<file path="src/rtl/fetch_pkg.sv">
// -----------------------------------------------------------------------------
// fetch_pkg
//   Shared definitions for the instruction fetch stage: the fetch FSM state
//   type, instruction size and the canonical NOP encoding.
//   No ports (package).
// -----------------------------------------------------------------------------
`timescale 1ns/1ps
package fetch_pkg;

    typedef enum logic [1:0] {
        FETCH = 2'd0,   // waiting on the ROM, capture when the wait expires
        VALID = 2'd1,   // IR presented to decode
        HALT  = 2'd2    // misaligned redirect seen; frozen until reset
    } fetch_state_t;

    localparam int          INST_BYTES = 4;
    localparam logic [31:0] NOP        = 32'h0000_0013;

    // Instructions are word sized, so a legal target has its two low bits clear.
    function automatic logic is_word_aligned(input logic [1:0] low_bits);
        return (low_bits == 2'b00);
    endfunction

endpackage

</file>
<file path="src/rtl/fetch_wait_ctr.sv">
// -----------------------------------------------------------------------------
// fetch_wait_ctr
//   2-bit ROM latency counter. Counts while enabled, returns to zero on clear.
//   Clear has priority over enable.
// Ports:
//   clock    in   system clock, rising edge
//   reset    in   asynchronous, active-high reset
//   i_clr    in   force count to zero on the next edge
//   i_en     in   increment on the next edge
//   o_count  out  current count
// -----------------------------------------------------------------------------
`timescale 1ns/1ps
module fetch_wait_ctr (
    input  logic       clock,
    input  logic       reset,
    input  logic       i_clr,
    input  logic       i_en,
    output logic [1:0] o_count
);

    logic [1:0] r_count;

    // NOTE: sequential state is written with <= so every flop samples the
    // pre-edge values, independent of block evaluation order.
    always_ff @(posedge clock or posedge reset) begin
        if (reset) begin
            r_count <= 2'd0;
        end else if (i_clr) begin
            r_count <= 2'd0;
        end else if (i_en) begin
            r_count <= r_count + 2'd1;
        end
    end

    assign o_count = r_count;

endmodule

</file>
<file path="src/rtl/inst_fetch_unit.sv">
// -----------------------------------------------------------------------------
// inst_fetch_unit
//   Fetch stage of the multi-cycle core. Owns the PC, drives the ROM byte
//   address, waits ROM_LATENCY extra cycles, captures the returned word into
//   the IR and offers IR + PC to decode over a valid/ready handshake. Redirects
//   from execute replace the PC; a misaligned redirect halts fetch until reset.
// Ports:
//   clock            in   system clock, rising edge
//   reset            in   asynchronous, active-high reset
//   rom_addr         out  byte address to ROM (always the PC)
//   rom_inst         in   instruction word returned by ROM
//   ir_out           out  latched instruction register
//   ir_pc            out  PC of the instruction in ir_out
//   ir_valid         out  ir_out/ir_pc valid for decode
//   ir_ready         in   decode consumes the IR when ir_valid=1
//   redirect_valid   in   load redirect_target into the PC
//   redirect_target  in   new PC (byte address)
//   misalign_fault   out  sticky: a redirect target was not word aligned
// -----------------------------------------------------------------------------
`timescale 1ns/1ps
module inst_fetch_unit
    import fetch_pkg::*;
#(
    parameter int                ADDR_W      = 17,
    parameter int                DATA_W      = 32,
    parameter logic [ADDR_W-1:0] RESET_PC    = '0,
    parameter int                ROM_LATENCY = 0
) (
    input  logic              clock,
    input  logic              reset,
    output logic [ADDR_W-1:0] rom_addr,
    input  logic [DATA_W-1:0] rom_inst,
    output logic [DATA_W-1:0] ir_out,
    output logic [ADDR_W-1:0] ir_pc,
    output logic              ir_valid,
    input  logic              ir_ready,
    input  logic              redirect_valid,
    input  logic [ADDR_W-1:0] redirect_target,
    output logic              misalign_fault
);

    localparam logic [1:0] LAT = 2'(ROM_LATENCY);

    fetch_state_t      r_state;
    logic [ADDR_W-1:0] r_pc;
    logic [DATA_W-1:0] r_ir;
    logic [ADDR_W-1:0] r_ir_pc;
    logic              r_ir_valid;
    logic              r_fault;

    logic [1:0]        w_wait_cnt;
    logic              w_wait_done;
    logic              w_aligned;
    logic [ADDR_W-1:0] w_pc_next;

    assign w_wait_done = (w_wait_cnt == LAT);
    assign w_aligned   = is_word_aligned(redirect_target[1:0]);
    // Natural ADDR_W-bit wrap: the top word rolls over to address 0.
    assign w_pc_next   = r_pc + ADDR_W'(INST_BYTES);

    // The counter only runs in FETCH; a redirect or a capture restarts it, so
    // every fetch sees a fresh ROM_LATENCY+1 cycle window.
    fetch_wait_ctr u_wait_ctr (
        .clock   (clock),
        .reset   (reset),
        .i_clr   ((r_state != FETCH) || redirect_valid || w_wait_done),
        .i_en    (r_state == FETCH),
        .o_count (w_wait_cnt)
    );

    always_ff @(posedge clock or posedge reset) begin
        if (reset) begin
            r_state    <= FETCH;
            r_pc       <= RESET_PC;
            r_ir       <= '0;
            r_ir_pc    <= '0;
            r_ir_valid <= 1'b0;
            r_fault    <= 1'b0;
        end else begin
            case (r_state)
                FETCH: begin
                    // A redirect wins over a capture on the same edge: the
                    // ROM word belongs to the abandoned PC and is dropped.
                    if (redirect_valid) begin
                        if (w_aligned) begin
                            r_pc <= redirect_target;
                        end else begin
                            r_fault <= 1'b1;
                            r_state <= HALT;
                        end
                    end else if (w_wait_done) begin
                        r_ir       <= rom_inst;
                        r_ir_pc    <= r_pc;
                        r_pc       <= w_pc_next;
                        r_ir_valid <= 1'b1;
                        r_state    <= VALID;
                    end
                end
                VALID: begin
                    // A redirect alongside ir_ready still retires the IR once;
                    // it is simply not re-offered.
                    if (redirect_valid) begin
                        r_ir_valid <= 1'b0;
                        if (w_aligned) begin
                            r_pc    <= redirect_target;
                            r_state <= FETCH;
                        end else begin
                            r_fault <= 1'b1;
                            r_state <= HALT;
                        end
                    end else if (ir_ready) begin
                        r_ir_valid <= 1'b0;
                        r_state    <= FETCH;
                    end
                end
                HALT: begin
                    // Frozen until reset.
                end
                default: begin
                    r_ir_valid <= 1'b0;
                    r_state    <= FETCH;
                end
            endcase
        end
    end

    assign rom_addr       = r_pc;
    assign ir_out         = r_ir;
    assign ir_pc          = r_ir_pc;
    assign ir_valid       = r_ir_valid;
    assign misalign_fault = r_fault;

endmodule

</file>
<file path="config.mk">
export PLATFORM = sky130hd
export DESIGN_NAME = inst_fetch_unit
export DESIGN_NICKNAME = d
export VERILOG_FILES = /design/src/rtl/fetch_pkg.sv /design/src/rtl/fetch_wait_ctr.sv /design/src/rtl/inst_fetch_unit.sv
export SDC_FILE = /design/constraint.sdc
export NUM_CORES = 1
export LEC_CHECK = 0
export ABC_AREA = 1
export CAP_MARGIN = 10
export CORE_AREA = 8 8 94 181
export DETAILED_ROUTE_END_ITERATION = 10
export DIE_AREA = 0 0 102 189
export DONT_BUFFER_PORTS = 1
export GPL_ROUTABILITY_DRIVEN = 0
export GPL_TIMING_DRIVEN = 0
export REMOVE_ABC_BUFFERS = 1
export SKIP_LAST_GASP = 1
export SYNTH_ARGS = -nofsm -noshare
export SYNTH_HDL_FRONTEND = slang
export SYNTH_SLANG_ARGS = --single-unit
</file>
<file path="constraint.sdc">
create_clock -name clock -period 3.4 [get_ports clock]
set_input_delay 1.02 -clock clock [delete_from_list [all_inputs] [get_ports clock]]
set_output_delay 1.02 -clock clock [all_outputs]
set_load 0.01 [all_outputs]
</file>
==> results.tsv, run 1 <==
stage	metric	value	unit
detailed_routing	DR top layer	met4	
worst_setup_path	CP Capture Type	flop	
clocking	Root Buffer	clkbuf_16	
worst_setup_path	critical path startpoint category	primary input	
synth	FF+latch count, synth	72	
detailed_routing	drt drc	0	
synth	Synth Warn #	0	
pwr	Max VDD drop	532	µV
synth	Post-Syn Instances	370	
detailed_routing	drt wl/cell	15.8	µm
worst_setup_path	top fanout value on the critical path	68	
detailed_routing	Iteration-0 DRC Markers	112	
detailed_routing	M1 WL	3.71	mm
detailed_routing	total vias in the final route	2497	
pwr	static leakage	1.97	nW
synth	Yosys cell types	25	
place	pre-CTS setup slack	711	ps
place	Buffers on Ports	0	
cells_and_area	Core Util, Final	0.277	
timing	Tightest Pin Transition	1100	ps
worst_setup_path	Data arrival, critical path	2560	ps
timing	Final Slew Violations	0	
global_routing	pin count of the biggest net entering global routing	69	
timing	post-route setup slack	1050	ps
detailed_routing	WL final	9.00	mm
timing	max_slew headroom	0.269	
clocking	Sink Count	72	
timing	maximum clock rate	425	MHz
floorplan	I/O pins	121	
place	Detailed Place HPWL	6.41	mm
clocking	hold_buf cts	0	
global_routing	gr ovfl total	0	
synth	Mean Syn Cell Area	9.69	µm²
floorplan	total core area	0.0147	mm²
clocking	htree depth	3	
clocking	CTS buffer count	9	
synth	synthesized area	0.00358	mm²
synth	Yosys top cell by area	dfrtp_1	
global_routing	antenna violations before repair	0	
timing	Final min period	2350	ps
floorplan	full die area	0.0193	mm²
timing	unrepaired setup endpoints after global routing	false	
timing	setup tns final	0	ps
synth	top cell type's share of synthesized area	0.503	
detailed_routing	vias per cell	4.39	
cells_and_area	fillers	1603	
cells_and_area	ANT cells	0	
clocking	Max Buffers Root-to-Sink	2	
detailed_routing	Routed Antenna Nets	0	
cells_and_area	commonest non-fill, non-tap cells in the layout	101 x nand2_1, 72 x dfrtp_1, 43 x inv_1, 33 x nand3_1, 32 x mux2_4	
cells_and_area	area grow syn2layout	13.2	%
global_routing	GRT Total Usage	0.0935	
timing	Final Hold Fails	0	
detailed_routing	drt first pass iters	4	
floorplan	starting density of the core	0.244	
global_routing	vias in the first global route	2431	
worst_hold_path	worst hold path class	reg -> reg	
synth	Synth area leaders	dfrtp_1 50%, mux2_4 13%, nand2_1 11%	
clocking	post-CTS sizing	0	
timing	worst hold slack	427	ps
clocking	Post-CTS Setup Bufs	0	
clocking	later-pin clock latency in the skew report	330	ps
floorplan	# rows	63	
timing	final setup vio count	0	
timing	Final Cycle Share	0.692	
timing	Fin Clk Skew	8.10	ps
cells_and_area	fraction of layout cells with a size suffix above 1	0.184	
detailed_routing	WL met3	1.65	mm
detailed_routing	Met2 Wirelength	3.51	mm
cells_and_area	commonest non-fill, non-tap cell in the layout	nand2_1	
synth	sequential fraction of the synthesis area	0.503	
floorplan	DIE WIDTH	102	µm
pwr	post-layout power	4.04	mW
clocking	CTS tree	done	
clocking	Reg clk slew, reported paths	60	ps
global_routing	first-pass GRT wire length	14.0	mm
floorplan	die span in y	189	µm
outcome	status	finished clean	
worst_setup_path	Setup CP Type	in -> reg	
cells_and_area	nets	424	
pwr	power per cell area	995	mW/mm²
worst_setup_path	Required @ worst endpoint	3610	ps
run	MaxCap Viol Count	0	
-- synth_stat cells --
| cell | instances |
|---|---|
| ha_1 | 2 |
| clkbuf_1 | 1 |
| buf_2 | 4 |
| nor2_2 | 1 |
| o21ai_0 | 19 |
| nand4_1 | 3 |
| nor2_4 | 2 |
| o21ai_1 | 3 |
| inv_1 | 44 |
| inv_4 | 1 |
| nand3_1 | 33 |
| buf_6 | 8 |
| dfrtp_1 | 72 |
| o211ai_1 | 14 |
| nand2_2 | 1 |
| nor3_1 | 2 |
| o21ai_2 | 8 |
| nand3_4 | 1 |
| mux2_4 | 32 |
| a21oi_1 | 2 |
| nand2_4 | 1 |
| inv_2 | 2 |
| buf_4 | 1 |
| nand2_1 | 101 |
| nor2_1 | 12 |
-- critical path, cell delays in order --
cell     delay [ps]
inv_2            90
nand3_4         750
mux2_4          610
-- registers in the layout (all words and copies together) (netlist names) --
| signal | flops |
|---|---|
| ir_pc | 17 |
| u_wait_ctr.o_count | 2 |
| r_state | 2 |
| ir_out | 32 |
| misalign_fault | 1 |
| ir_valid | 1 |
| rom_addr | 17 |
-- layout make-up --
cell class	instances	area, µm²	share of cell area
clock buffers	9	225	0.0555
clock inverters	7	77.6	0.0191
inverters	47	181	0.0447
multi-input cells	237	1490	0.366
flip-flops and latches	72	1800	0.444
well taps	195	244	0.0601
repair buffers	2	42.5	0.0105
-- through the flow --
stage / instances / area, µm²
after floorplan: 356 / 3460
final: 569 / 4060
after global routing: 569 / 4060
after CTS: 569 / 4060
after detailed placement: 553 / 3750
after global placement: 551 / 3710
-- where the power goes --
group	internal [mW]	switching, mW	leakage, nW
clock network	0.575	0.374	0.147
logic	0.591	0.647	0.946
registers	1.26	0.591	0.874
-- worst paths after layout --
kind / from / end / slack, ps / cells after the start
setup / recovery: redirect_valid / ir_out[19]$_DFFE_PP0P_ / 1050 / 3
hold / removal: u_wait_ctr.o_count[0]$_DFFE_PP0P_ / u_wait_ctr.o_count[0]$_DFFE_PP0P_ / 430 / 1
setup reg to reg: u_wait_ctr.o_count[0]$_DFFE_PP0P_ / ir_out[19]$_DFFE_PP0P_ / 1140 / 4
hold reg to reg: u_wait_ctr.o_count[0]$_DFFE_PP0P_ / u_wait_ctr.o_count[0]$_DFFE_PP0P_ / 430 / 1
max in group asynchronous: reset / r_state[1]$_DFFE_PP0P_ / 2360 / 2
min in group asynchronous: reset / ir_out[28]$_DFFE_PP0P_ / 510 / 1
-- per-layer routing --
metal  track usage  vias to the layer above
met3        0.0556                       10
li1              -                     1200
met1         0.118                     1151
met4        0.0444                        0
met5             0                        -
met2         0.122                      136
-- kinds of logic after synthesis --
family          count (synthesis)  share of synthesized area
compound gates                 46                     0.0824
fa+ha+maj                       2                    0.00698
buf+inv                        61                     0.0838
simple gates                  157                      0.190
flops                          72                      0.503
mux                            32                      0.134
Power figures use the tool's default switching activity.
==> inputs of run 2 (changes only) <==
Clock period 3.4 ns to 1.9 ns, I/O delays scaled along.
==> results.tsv, run 2 (synthesis gave the netlist of run 1 again) <==
stage	metric	value	unit
global_routing	GRT Total Usage	0.0956	
clocking	Sink Count	72	
cells_and_area	commonest non-fill, non-tap cells in the layout	100 x nand2_1, 72 x dfrtp_1, 43 x inv_1, 33 x nand3_1, 32 x mux2_4	
worst_hold_path	worst hold path class	in -> async	
timing	Tightest Pin Transition	654	ps
pwr	Sw Share	0.405	
place	Detailed Place HPWL	6.41	mm
global_routing	M3 GR Usage	0.0556	
cells_and_area	max reg flops	32	
floorplan	full die area	0.0193	mm²
timing	maximum clock rate	543	MHz
timing	final setup vio count	0	
timing	Final min period	1840	ps
detailed_routing	drt drc	0	
clocking	Post-CTS Setup Bufs	0	
timing	Final Cycle Share	0.970	
global_routing	grt met1 use	0.118	
clocking	CTS buffer count	9	
detailed_routing	vias per cell	4.43	
clocking	Max Buffers Root-to-Sink	2	
clocking	Root Buffer	clkbuf_16	
place	placed cell area	0.00375	mm²
pwr	power per cell area	1770	mW/mm²
pwr	clock share of power	0.234	
global_routing	gr ovfl total	0	
detailed_routing	total vias in the final route	2528	
cells_and_area	nets	426	
worst_setup_path	top fanout value on the critical path	23	
worst_setup_path	Required @ worst endpoint	2150	ps
worst_setup_path	worst r2r dst	rom_addr[2]$_DFFE_PP0P_	
detailed_routing	WL final	9.40	mm
place	Buffers on Ports	0	
clocking	Reg clk slew, reported paths	60	ps
worst_setup_path	Setup CP Type	reg -> reg	
global_routing	first-pass GRT wire length	14.3	mm
worst_setup_path	Worst R2R Setup Slack	60	ps
clocking	later-pin clock latency in the skew report	330	ps
floorplan	# rows	63	
cells_and_area	cell area after layout	0.00410	mm²
timing	worst hold slack	56.8	ps
worst_setup_path	Data arrival, critical path	2100	ps
pwr	switching power total	2.94	mW
cells_and_area	area grow syn2layout	14.2	%
pwr	Comb pwr share	0.310	
timing	Fin Clk Skew	7.58	ps
timing	unrepaired setup endpoints after global routing	true	
floorplan	DIE WIDTH	102	µm
global_routing	GR peak layer	met2	
detailed_routing	Iteration-0 DRC Markers	115	
floorplan	starting density of the core	0.244	
global_routing	vias in the first global route	2470	
detailed_routing	drt first pass iters	5	
detailed_routing	Routed Antenna Nets	0	
worst_setup_path	Reg2Reg Depth	8	
detailed_routing	drt wl/cell	16.5	µm
worst_setup_path	reg2reg start	u_wait_ctr.o_count[0]$_DFFE_PP0P_	
pwr	internal power	4.32	mW
clocking	CTS tree	done	
global_routing	pin count of the biggest net entering global routing	54	
pwr	static leakage	1.97	nW
pwr	Max VDD drop	712	µV
worst_setup_path	CP Capture Type	flop	
floorplan	I/O pins	121	
global_routing	antenna violations before repair	0	
timing	Final Slew Violations	0	
clocking	htree depth	3	
floorplan	die span in y	189	µm
timing	Final Hold Fails	0	
run	MaxCap Viol Count	0	
cells_and_area	fraction of layout cells with a size suffix above 1	0.191	
outcome	status	finished clean	
global_routing	grt met2 use	0.129	
cells_and_area	commonest non-fill, non-tap cell in the layout	nand2_1	
cells_and_area	ANT cells	0	
clocking	hold_buf cts	0	
worst_setup_path	critical path startpoint category	flop	
pwr	Flop pwr share	0.456	
floorplan	total core area	0.0147	mm²
timing	max_slew headroom	0.563	
## run 2: cell types whose count changed in the layout (fill, tap and decap cells not counted), sizes merged
cell and change:
nand3 +2
## run 2: layout make-up
cell class                      count  area, µm²
Clock inverter                      7       77.6
Multi-Input combinational cell    239       1520
Timing Repair Buffer                2       42.5
Clock buffer                        9        225
Tap cell                          195        244
Sequential cell                    72       1800
Fill cell                        1600      10600
Inverter                           47        181
## run 2: power groups by stage
stage | Sequential [mW] | Combinational, mW | Clock (mW)
2_1_floorplan | 3.06 | 1.85 | 0
3_3_place_gp | 3.33 | 2.16 | 0
3_5_place_dp | 3.35 | 2.22 | 0
4_1_cts | 3.33 | 2.26 | 1.76
5_1_grt | 3.45 | 2.56 | 1.83
6_report | 3.31 | 2.25 | 1.70
## run 2: critical path, stage by stage (launching register included)
cell     delay (ps)
dfrtp_1         380
inv_1            60
ha_1            420
nand2_1         120
nand2_2         370
o21ai_0         160
inv_1           130
nand2_1          60
o21ai_1          70
## run 2: timing repair
action | in CTS | in global routing
pin swaps | 1 | 1
resized for setup | 1 | 2
cloned | 1 | 1
endpoints found under the hold margin | 0 | 0
endpoints found under the setup margin | 56 | 49
## run 2: per-stage QoR
stage	utilization	power (mW)	TNS [ps]	instances	worst slack [ps]
global route	0.279	7.83	-775	571	-126
detailed placement	0.256	5.57	-13420	553	-343
CTS	0.278	7.36	-1130	570	-39.5
floorplan	-	4.91	-37970	356	-495
finish	0.279	7.26	0	571	57.3
global placement	0.253	5.49	-127350	551	-1390
## run 2: per-layer routing
layer | wire length [µm] | share of wire | vias up
li1 | - | - | 1209
met1 | 3820 | 0.41 | 1172
met2 | 3790 | 0.40 | 137
met3 | 1650 | 0.18 | 10
met4 | 139 | 0.015 | 0
met5 | 0 | 0 | -
## run 2: worst max-delay path by stage
stage | cells past startpoint | from | to | slack [ps]
floorplan | 1 | reset | ir_out[0]$_DFFE_PP0P_ | -490
global placement | 1 | reset | ir_pc[13]$_DFFE_PP0P_ | -1390
detailed placement | 4 | u_wait_ctr.o_count[0]$_DFFE_PP0P_ | ir_out[22]$_DFFE_PP0P_ | -340
CTS | 4 | u_wait_ctr.o_count[0]$_DFFE_PP0P_ | ir_out[6]$_DFFE_PP0P_ | -40
global route | 7 | u_wait_ctr.o_count[0]$_DFFE_PP0P_ | rom_addr[11]$_DFFE_PP0P_ | -130
finish | 8 | u_wait_ctr.o_count[0]$_DFFE_PP0P_ | rom_addr[2]$_DFFE_PP0P_ | 60
==> inputs of run 3 (changes only) <==
Settings changed: CAP_MARGIN 10 to 20, PLACE_DENSITY_LB_ADDON set to 0.05, RECOVER_POWER set to 100.
==> results.tsv, run 3 (synthesis gave the netlist of run 1 again) <==
stage	metric	value	unit
outcome	status	finished clean	
pwr	Max VDD drop	508	µV
worst_setup_path	reg2reg start	u_wait_ctr.o_count[0]$_DFFE_PP0P_	
clocking	CTS tree	done	
floorplan	die span in y	189	µm
global_routing	pin count of the biggest net entering global routing	49	
clocking	Reg clk slew, reported paths	60	ps
timing	Tightest Pin Transition	1240	ps
timing	worst hold slack	362	ps
worst_setup_path	CP Capture Type	flop	
detailed_routing	drt first pass iters	4	
clocking	Max Buffers Root-to-Sink	2	
pwr	power per cell area	1790	mW/mm²
worst_setup_path	Setup CP Type	reg -> reg	
floorplan	full die area	0.0193	mm²
timing	max_slew headroom	0.170	
timing	Final Cycle Share	0.964	
worst_setup_path	Worst R2R Setup Slack	70	ps
place	Buffers on Ports	0	
cells_and_area	commonest non-fill, non-tap cell in the layout	nand2_1	
timing	Fin Clk Skew	4.62	ps
worst_hold_path	worst hold path class	in -> async	
cells_and_area	nets	425	
floorplan	total core area	0.0147	mm²
clocking	htree depth	3	
detailed_routing	vias per cell	4.40	
clocking	Post-CTS Setup Bufs	0	
floorplan	starting density of the core	0.244	
timing	Final Hold Fails	0	
cells_and_area	area grow syn2layout	13.5	%
worst_setup_path	Reg2Reg Depth	5	
cells_and_area	max reg flops	32	
global_routing	antenna violations before repair	0	
global_routing	gr ovfl total	0	
place	Detailed Place HPWL	7.02	mm
cells_and_area	ANT cells	0	
detailed_routing	drt drc	0	
timing	Final Slew Violations	0	
cells_and_area	commonest non-fill, non-tap cells in the layout	100 x nand2_1, 72 x dfrtp_1, 43 x inv_1, 33 x nand3_1, 32 x mux2_4	
cells_and_area	fraction of layout cells with a size suffix above 1	0.187	
worst_setup_path	Data arrival, critical path	2060	ps
worst_setup_path	top fanout value on the critical path	48	
clocking	Sink Count	72	
detailed_routing	WL final	9.68	mm
worst_setup_path	Required @ worst endpoint	2130	ps
global_routing	vias in the first global route	2582	
timing	final setup vio count	0	
run	MaxCap Viol Count	0	
global_routing	GRT Total Usage	0.104	
detailed_routing	Routed Antenna Nets	0	
floorplan	DIE WIDTH	102	µm
timing	unrepaired setup endpoints after global routing	true	
clocking	CTS buffer count	9	
timing	maximum clock rate	546	MHz
pwr	post-layout power	7.28	mW
timing	Final min period	1830	ps
clocking	Root Buffer	clkbuf_16	
detailed_routing	drt wl/cell	17.0	µm
detailed_routing	total vias in the final route	2509	
worst_setup_path	worst r2r dst	ir_out[22]$_DFFE_PP0P_	
floorplan	# rows	63	
pwr	static leakage	1.97	nW
detailed_routing	Iteration-0 DRC Markers	94	
floorplan	I/O pins	121	
worst_setup_path	critical path startpoint category	flop	
clocking	later-pin clock latency in the skew report	340	ps
global_routing	first-pass GRT wire length	15.0	mm
[run 3: cell count changes in the layout (fill, tap and decap cells not counted), moves of 2 or more]
cell      before  now
inv_6          3    0
clkbuf_8       0    2
nand3_4        3    1
o21ai_0       19   21
o21ai_1        3    1
[run 3: timing repair]
action,4_1_cts,5_1_grt
hold endpoints to repair,0,0
setup endpoints to repair,8,24
resized for setup,1,0
hold buffers,0,0
[run 3: stage by stage]
stage,utilization,TNS [ps],area (µm²),std cells,worst slack [ps]
6_report,0.277,0,4070,570,67.9
5_1_grt,0.277,-1100,4070,570,-47.7
4_1_cts,0.279,0,4090,570,46.8
3_5_place_dp,0.258,-1080,3780,554,-164
3_3_place_gp,0.253,-138910,3710,551,-1490
2_1_floorplan,-,-37970,3460,356,-495
[run 3: final cells by class]
class / instances / area [µm²]
clock buffers: 12 / 256
clock inverters: 4 / 52.6
fillers: 1625 / 10600
inverters: 47 / 180
multi-input cells: 237 / 1480
flip-flops and latches: 72 / 1800
well taps: 195 / 244
repair buffers: 3 / 50.0
[run 3: how the worst max path moves through the flow]
stage                                      start                  endpoint  slack, ps  cells after the start
4_1_cts        u_wait_ctr.o_count[0]$_DFFE_PP0P_     ir_out[3]$_DFFE_PP0P_         50                      5
3_5_place_dp   u_wait_ctr.o_count[0]$_DFFE_PP0P_  rom_addr[10]$_DFFE_PP0P_       -160                      7
6_report       u_wait_ctr.o_count[0]$_DFFE_PP0P_    ir_out[22]$_DFFE_PP0P_         70                      5
3_3_place_gp                               reset   rom_addr[0]$_DFFE_PP0P_      -1490                      1
2_1_floorplan                              reset     ir_out[0]$_DFFE_PP0P_       -490                      1
5_1_grt        u_wait_ctr.o_count[0]$_DFFE_PP0P_    ir_out[22]$_DFFE_PP0P_        -50                      5
[run 3: report_power, final]
group | switching [mW] | internal, mW | leakage (nW) | total (mW)
sequential | 1.03 | 2.25 | 0.874 | 3.29
combinational | 1.18 | 1.05 | 0.947 | 2.23
clock | 0.672 | 1.09 | 0.153 | 1.76
[run 3: layer usage]
| metal | vias to the layer above | wire length [µm] | track usage |
|---|---|---|---|
| li1 | 1205 | - | - |
| met1 | 1208 | 3920 | 0.120 |
| met2 | 84 | 4650 | 0.158 |
| met3 | 12 | 908 | 0.0430 |
| met4 | 0 | 206 | 0.0529 |
| met5 | - | 0 | 0 |
[run 3: critical path: stages, from the launching register on]
cell and delay (ps):
dfrtp_1 380, inv_1 60, ha_1 230, nand3_4 330, buf_16 340, mux2_4 340
